==> src/rtl/mem_port_arbiter_pkg.sv <==
// Shared types and default widths for the IF/MEM unified-memory port arbiter.
package mem_port_arbiter_pkg;

  localparam int unsigned ARB_ADDR_W = 8;
  localparam int unsigned ARB_DATA_W = 8;

  typedef enum logic [2:0] {
    IDLE,
    BUSY_IF,
    BUSY_MEM,
    DONE_IF,
    DONE_MEM
  } arb_state_e;

endpackage

==> src/rtl/mem_port_arbiter_timeout_counter.sv <==
// Watchdog cycle counter for the arbiter; instantiated only when MEM_ARB_TIMEOUT_EN is defined.
module arb_timeout_counter #(
  parameter int unsigned LIMIT = 16
) (
  input  logic clk,
  input  logic rst,
  input  logic clear,
  input  logic enable,
  output logic expired
);

  localparam int unsigned CNT_W = (LIMIT > 2) ? $clog2(LIMIT) : 1;

  logic [CNT_W-1:0] count;

  // Saturates at LIMIT-1 so expired stays asserted until the next clear.
  always_ff @(posedge clk) begin
    if (rst || clear) begin
      count <= '0;
    end else if (enable && !expired) begin
      count <= count + CNT_W'(1);
    end
  end

  assign expired = (count == CNT_W'(LIMIT - 1));

endmodule

==> src/rtl/mem_port_arbiter.sv <==
// Single-port memory arbiter between instruction fetch and load/store, MEM has fixed priority.
// Optional watchdog abort enabled by defining MEM_ARB_TIMEOUT_EN.
module mem_port_arbiter
  import mem_port_arbiter_pkg::*;
#(
  parameter int unsigned ADDR_W  = ARB_ADDR_W,
  parameter int unsigned DATA_W  = ARB_DATA_W,
  parameter int unsigned TIMEOUT = 16
) (
  input  logic              clk,
  input  logic              rst,
  input  logic              if_req,
  input  logic [ADDR_W-1:0] if_addr,
  output logic [DATA_W-1:0] if_rdata,
  output logic              if_done,
  input  logic              mem_req,
  input  logic              mem_we,
  input  logic [ADDR_W-1:0] mem_addr,
  input  logic [DATA_W-1:0] mem_wdata,
  output logic [DATA_W-1:0] mem_rdata,
  output logic              mem_done,
  output logic              m_req,
  output logic              m_we,
  output logic [ADDR_W-1:0] m_addr,
  output logic [DATA_W-1:0] m_wdata,
  input  logic [DATA_W-1:0] m_rdata,
  input  logic              m_ready,
  output logic              if_stall,
  output logic              mem_stall
`ifdef MEM_ARB_TIMEOUT_EN
  ,
  output logic              timeout_err
`endif
);

  arb_state_e state;
  logic       busy;
  logic       tmo_expired;

  assign busy = (state == BUSY_IF) || (state == BUSY_MEM);

`ifdef MEM_ARB_TIMEOUT_EN
  arb_timeout_counter #(
    .LIMIT(TIMEOUT)
  ) u_timeout_counter (
    .clk    (clk),
    .rst    (rst),
    .clear  (state == IDLE),
    .enable (busy && !m_ready),
    .expired(tmo_expired)
  );

  // Sticky until reset so software can see that an access was abandoned.
  always_ff @(posedge clk) begin
    if (rst) begin
      timeout_err <= 1'b0;
    end else if (busy && !m_ready && tmo_expired) begin
      timeout_err <= 1'b1;
    end
  end
`else
  assign tmo_expired = 1'b0;
`endif

  always_ff @(posedge clk) begin
    if (rst) begin
      state     <= IDLE;
      m_req     <= 1'b0;
      m_we      <= 1'b0;
      m_addr    <= '0;
      m_wdata   <= '0;
      if_rdata  <= '0;
      mem_rdata <= '0;
      if_done   <= 1'b0;
      mem_done  <= 1'b0;
    end else begin
      if_done  <= 1'b0;
      mem_done <= 1'b0;
      case (state)
        // MEM is the older instruction, so it wins a simultaneous request.
        IDLE: begin
          if (mem_req) begin
            state   <= BUSY_MEM;
            m_req   <= 1'b1;
            m_we    <= mem_we;
            m_addr  <= mem_addr;
            m_wdata <= mem_wdata;
          end else if (if_req) begin
            state  <= BUSY_IF;
            m_req  <= 1'b1;
            m_we   <= 1'b0;
            m_addr <= if_addr;
          end
        end
        BUSY_IF: begin
          if (m_ready || tmo_expired) begin
            if_rdata <= m_ready ? m_rdata : '0;
            m_req    <= 1'b0;
            if_done  <= 1'b1;
            state    <= DONE_IF;
          end
        end
        BUSY_MEM: begin
          if (m_ready || tmo_expired) begin
            if (!m_we) begin
              mem_rdata <= m_ready ? m_rdata : '0;
            end
            m_req    <= 1'b0;
            mem_done <= 1'b1;
            state    <= DONE_MEM;
          end
        end
        DONE_IF, DONE_MEM: begin
          state <= IDLE;
        end
        default: begin
          state <= IDLE;
        end
      endcase
    end
  end

  assign if_stall  = if_req & ~if_done;
  assign mem_stall = mem_req & ~mem_done;

endmodule

==> config.mk <==
export PLATFORM = sky130hd
export DESIGN_NAME = mem_port_arbiter
export DESIGN_NICKNAME = d
export VERILOG_FILES = /design/src/rtl/mem_port_arbiter_pkg.sv /design/src/rtl/mem_port_arbiter_timeout_counter.sv /design/src/rtl/mem_port_arbiter.sv
export SDC_FILE = /design/constraint.sdc
export NUM_CORES = 1
export LEC_CHECK = 0
export CORE_MARGIN = 2
export CORE_UTILIZATION = 41
export CTS_CLUSTER_SIZE = 20
export DETAILED_ROUTE_END_ITERATION = 10
export PLACE_DENSITY_LB_ADDON = 0.15
export SYNTH_ARGS = -nofsm -noshare
export SYNTH_HDL_FRONTEND = slang
export SYNTH_SLANG_ARGS = --single-unit
==> constraint.sdc <==
create_clock -name clk -period 1.7 [get_ports clk]
set_clock_uncertainty 0.2 [all_clocks]
set_input_delay 0.255 -clock clk [delete_from_list [all_inputs] [get_ports clk]]
set_output_delay 0.255 -clock clk [all_outputs]
set_load 0.02 [all_outputs]
### Word-level counts from Yosys, hierarchy flattened

Cells that the tools add are included.

| word-level totals | value |
|---|---|
| bits in read-only memories | 0 |
| bits in latches | 0 |
| flip-flop bits (word level) | 39 |
| RAM bits | 0 |
| word-level logic and storage cells | 48 |
| output and inout port bits | 38 |
| memories kept | 0 |

| operators by class | value |
|---|---|
| $lt $le $gt $ge | 0 |
| multiplexer cells | 14 |
| divide/modulo/power cells | 0 |
| eq/ne operators | 6 |
| bitwise gates (word level) | 7 |
| $add $sub $neg | 0 |
| shift operators | 0 |
| reduce and logical (&&, ||, !) cells | 12 |
| $mul | 0 |

Operators with widths:

| cell | number |
|---|---|
| $mux W8 | 2 |
| $mux W3 | 4 |
| $pmux W3 S3 | 1 |
| $reduce_and A3 Y1 | 3 |
| $mux W1 | 6 |
| $reduce_and A2 Y1 | 3 |
| $reduce_or A2 Y1 | 3 |
| $not A1 Y1 | 5 |
| $ne A2 B2 Y1 const B | 2 |
| $reduce_bool A2 Y1 | 2 |
| $eq A3 B1 Y1 const B | 1 |
| $eq A3 B2 Y1 const B | 1 |
| $logic_not A3 Y1 | 1 |
| $ne A3 B3 Y1 const B | 1 |
| $and A1 B1 Y1 | 2 |
| $ne A2 B1 Y1 const B | 1 |
| $pmux W1 S2 | 1 |

### Longest topological paths before layout

| logic depth | value |
|---|---|
| depth after elaboration | 4 |
| mapped depth | 5 |

### Worst setup path after synthesis

OpenSTA, ideal clock, no wires.

| path | value |
|---|---|
| path type | reg-to-reg |
| start | register state[1] |
| end | register m_addr[0] |
| data required time | 1.366 ns |
| buffers on the path | 1 |
| period minus slack after synthesis | 1.469 ns |
| arrival time | 1.135 ns |
| stages on the path, launching flop included | 5 |
| path slack | 0.231 ns |
| cell sequence | dfxtp_1 clkbuf_4 or3_1 nor2_4 a211oi_1 |

| between the ends | value |
|---|---|
| cells in the longest elaborated chain, start to end | 2 |

RTL lines:

| what | line | text |
|---|---|---|
| from (decl) | mem_port_arbiter.sv:36 | `arb_state_e state;` |
| from (signal assigned) | mem_port_arbiter.sv:67 | `state <= IDLE;` |
| from (signal assigned) | mem_port_arbiter.sv:83 | `state <= BUSY_MEM;` |
| from (signal assigned) | mem_port_arbiter.sv:89 | `state <= BUSY_IF;` |
| $logic_not A3 Y1 | mem_port_arbiter.sv:79 | `case (state)` |
| $reduce_and A2 Y1 (no source line) | - |  |
| to (signal assigned) | mem_port_arbiter.sv:86 | `m_addr <= mem_addr;` |
| to (signal assigned) | mem_port_arbiter.sv:92 | `m_addr <= if_addr;` |
| to (decl) | mem_port_arbiter.sv:24 | `output logic [ADDR_W-1:0] m_addr,` |

No other way between the ends.
A chain may end at the register's enable or synchronous reset.

### Final worst setup path

| path | value |
|---|---|
| start | input port if_req |
| end | output port if_stall |

| between the ends | value |
|---|---|
| cells in the longest elaborated chain, start to end | 1 |

RTL lines:

| what | line | text |
|---|---|---|
| from (decl) | mem_port_arbiter.sv:12 | `input logic if_req,` |
| $and A1 B1 Y1 | mem_port_arbiter.sv:123 | `assign if_stall = if_req & ~if_done;` |
| to (decl) | mem_port_arbiter.sv:28 | `output logic if_stall,` |

No other way between the ends.

==> results.md <==
- Critical Path AT: ~1200 ps
- Main combinational cell family by area after synthesis: simple AND/OR/NAND/NOR gates
- Post-synth ARST share: 0%
- Synth Cell Area: ~1600 µm²
- Final wirelength: about 4.0 mm
- Routed vias: around 1500
- Vias in the first global route: ~1400
- Unique masters post-synth: 27
- Crit-path cells: clkdlybuf4s50_1 -> nor2b_1 -> clkdlybuf4s15_1
- Mux share of post-synthesis cell area: a little over a tenth
- Highest Clock Rate: 595 MHz
- Nets: between 200 and 300
- H-tree depth: 2
- Total iterations of the first detailed-routing run: 4
- Antenna fix cells: 0
- First-pass GRT wire length: between 6 and 7 mm
- Cells after DPL: between 300 and 400
- Slew Limit Headroom: 71.3%
- Worst endpoint required time: ~1200 ps
- Min cycle time layout: roughly 1700 ps
- Crit-path max FO: 2
- Crit-path slowest cell: clkdlybuf4s50_1
- TritonCTS clock tree: done
- Tightest Pin Transition: between 400 and 500 ps
- Final Max Tran Viols: 0
- Simple logic cell fraction of the synthesized area: between 20% and 30%
- Row cnt: 23
- Starting Density: a little over two fifths
- Status: finished clean
- Top post-synthesis cells by count: dfxtp_1 (39), nand2_1 (33), a21oi_1 (28)
- Crit path kind: input pin to primary output
- Post-Layout Cell Count: 310
- Most frequent cell after synthesis: dfxtp_1
- 1st-iter DRT viols: 47
- Die W: between 60 and 70 µm
- Clk root buf: clkbuf_8
- Buffers on Ports: 75
- Antenna viol nets, final: 0
- Clock sinks: 39
- Clock Latency Late Sink: approximately 290 ps
- Main synth FF type: dfxtp_1
- Final hold violation count: 0
- EDFF count, synth: 0
- Critical path's top delay family: buffers and inverters
- Core area: just under 4000 µm²
- Chip height: 67.4 µm
- Routed len/inst: between 10 and 15 µm
- DRC Markers: 0
- Synth Instances: about 180
- Syn-to-layout area delta: 62.9%
- Reg clk slew, reported paths: about 70 ps
- Share of cells above drive strength 1: 11.9%
- Max-cap violations: 0
- Setup repair bufs after CTS: 0
- Max IR drop VDD: 0.541 mV
- GPL Wtd Cong: approximately 0.71
- Fill cell count: approximately 350
- Crit. End Element: primary output
- Area contributors post-synth: dfxtp_1 (47%), mux2i_1 (9.7%), a21oi_1 (8.5%), nand2_1 (7.5%), nand2b_1 (6.5%)
- Largest net degree at the start of global routing: 48
- Buf+Inv Stages, Crit Path: 2
- FF+latch count, synth: 39
- CTS buffer count: 5
- XOR/XNOR Fraction of Synth Area: 0%
- Clock Path Buffers: 2
- Synth top area share: 47.4%
- Pleak: 1.44 nW
- DR vias/cell: ~4.8
- Total global routing overflow: 0
- Most used routing layer: met2
- Post-DP HPWL: ~2.8 mm
- Synth warn: 0
- Minimum hold slack: between 200 and 300 ps
- Ports: 76
- All-Layer GR Usage: between 10% and 20%
- Multi-input logic area: ~800 µm²
- GRT met3 Usage: roughly 5.7%
- Worst path max stage delay: between 500 and 600 ps
- Area leader, netlist: dfxtp_1
- Period utilization: a little over nine tenths
- Met2 usage: between 30% and 40%
- Pwr dens: 876 nW/µm²
- Seq/Total Area, Yosys: a little under half
- Setup Viol. Count Final: 0
- Post-Syn Nets: roughly 220
- Hold crit path type: flip-flop to flip-flop
- Die area: roughly 4500 µm²
- Post-synthesis compound-gate area fraction: between 10% and 20%
- Initial antenna violation count: 0
- M1 GR Usage: between 10% and 20%
- Synthesized area per cell: about 9.3 µm²
- Critical path startpoint category: input pin
- Reg area: 782 µm²
- Adder-cell share of the synthesized area: 0%
==> worst paths after layout <==
| check | startpoint | endpoint | slack, ps | cells after the start |
|---|---|---|---|---|
| worst max-delay path | if_req | if_stall | 20 | 3 |
| worst min register to register | m_wdata[7] | m_wdata[7] | 250 | 2 |
| worst min-delay path | m_wdata[7] | m_wdata[7] | 250 | 2 |
| worst max register to register | state[2] | m_wdata[1] | 180 | 3 |
==> logic make-up (layout without fill, tap and decap cells) <==
logic type             after synthesis  count (layout)
DFF                                 39              39
AOI/OAI and AO/OA                   37              37
buffers and inverters               14              96
and+or+nand+nor                     71              71
muxes                               17              17
==> through the flow <==
| stage | utilization (%) | worst slack (ps) | total power, mW | instance area, µm² | setup TNS (ps) |
|---|---|---|---|---|---|
| finish | 68.1 | 18.8 | 2.35 | 2690 | 0 |
| CTS | 66.3 | 1.47 | 2.37 | 2610 | 0 |
| detailed placement | 63.6 | -305 | 1.60 | 2510 | -4170 |
| global placement | 63.6 | -297 | 1.60 | 2510 | -3850 |
| floorplan | - | 231 | 1.33 | 1650 | 0 |
| global route | 68.1 | -18.1 | 2.45 | 2690 | -18.1 |
==> cells in the final DEF (no fill, tap or decap), types with 2 or more instances in the layout <==
cell             instances
nand2_1                 33
clkbuf_8                 6
nor2_1                   3
nand2b_4                 2
nor4_1                   2
mux2i_1                 16
buf_12                   2
nor3_4                   2
dlymetal6s2s_1          26
clkdlybuf4s50_1         37
nand2b_1                17
buf_4                   10
a211oi_1                 8
a21oi_1                 28
nor3_1                   4
dfxtp_1                 38
dlygate4sd2_1           10
==> tightest hold or removal path, cell delays in order, from the launching register on <==
cell     delay, ps
dfxtp_1        310
nand2_1         50
a21oi_1         50
==> layer usage <==
metal  wire (µm)  share of wire [%]
met1        1700                 42
met2        1950                 48
met3         306                7.6
met4          74                1.8
met5           0                  0
==> where the power goes <==
group / total [mW] / switching, mW / internal, mW
Clock: 0.793 / 0.318 / 0.475
Sequential: 1.02 / 0.0391 / 0.979
Combinational: 0.542 / 0.258 / 0.284
Total: 2.35 / 0.615 / 1.74
==> area by class of cell <==
| type | count | share of cell area [%] |
|---|---|---|
| inverter | 1 | 0.140 |
| sequential | 39 | 29.1 |
| timing repair buffer | 87 | 34.2 |
| multi-input combinational | 125 | 29.8 |
| tap | 50 | 2.33 |
| clock inverter | 2 | 1.30 |
| clock buffer | 6 | 3.08 |
==> repair_timing <==
item	4_1_cts	5_1_grt
hold buffers	0	0
cloned	0	0
gates resized for setup	14	29
endpoints found under the setup margin	12	34
==> sequential cells by signal, summed over array words and instances, names as in the netlist <==
signal     flops
if_rdata       8
m_addr         8
m_wdata        8
mem_rdata      8
state          3
if_done        1
m_req          1
m_we           1
mem_done       1
(Power assumes the default switching activity.)
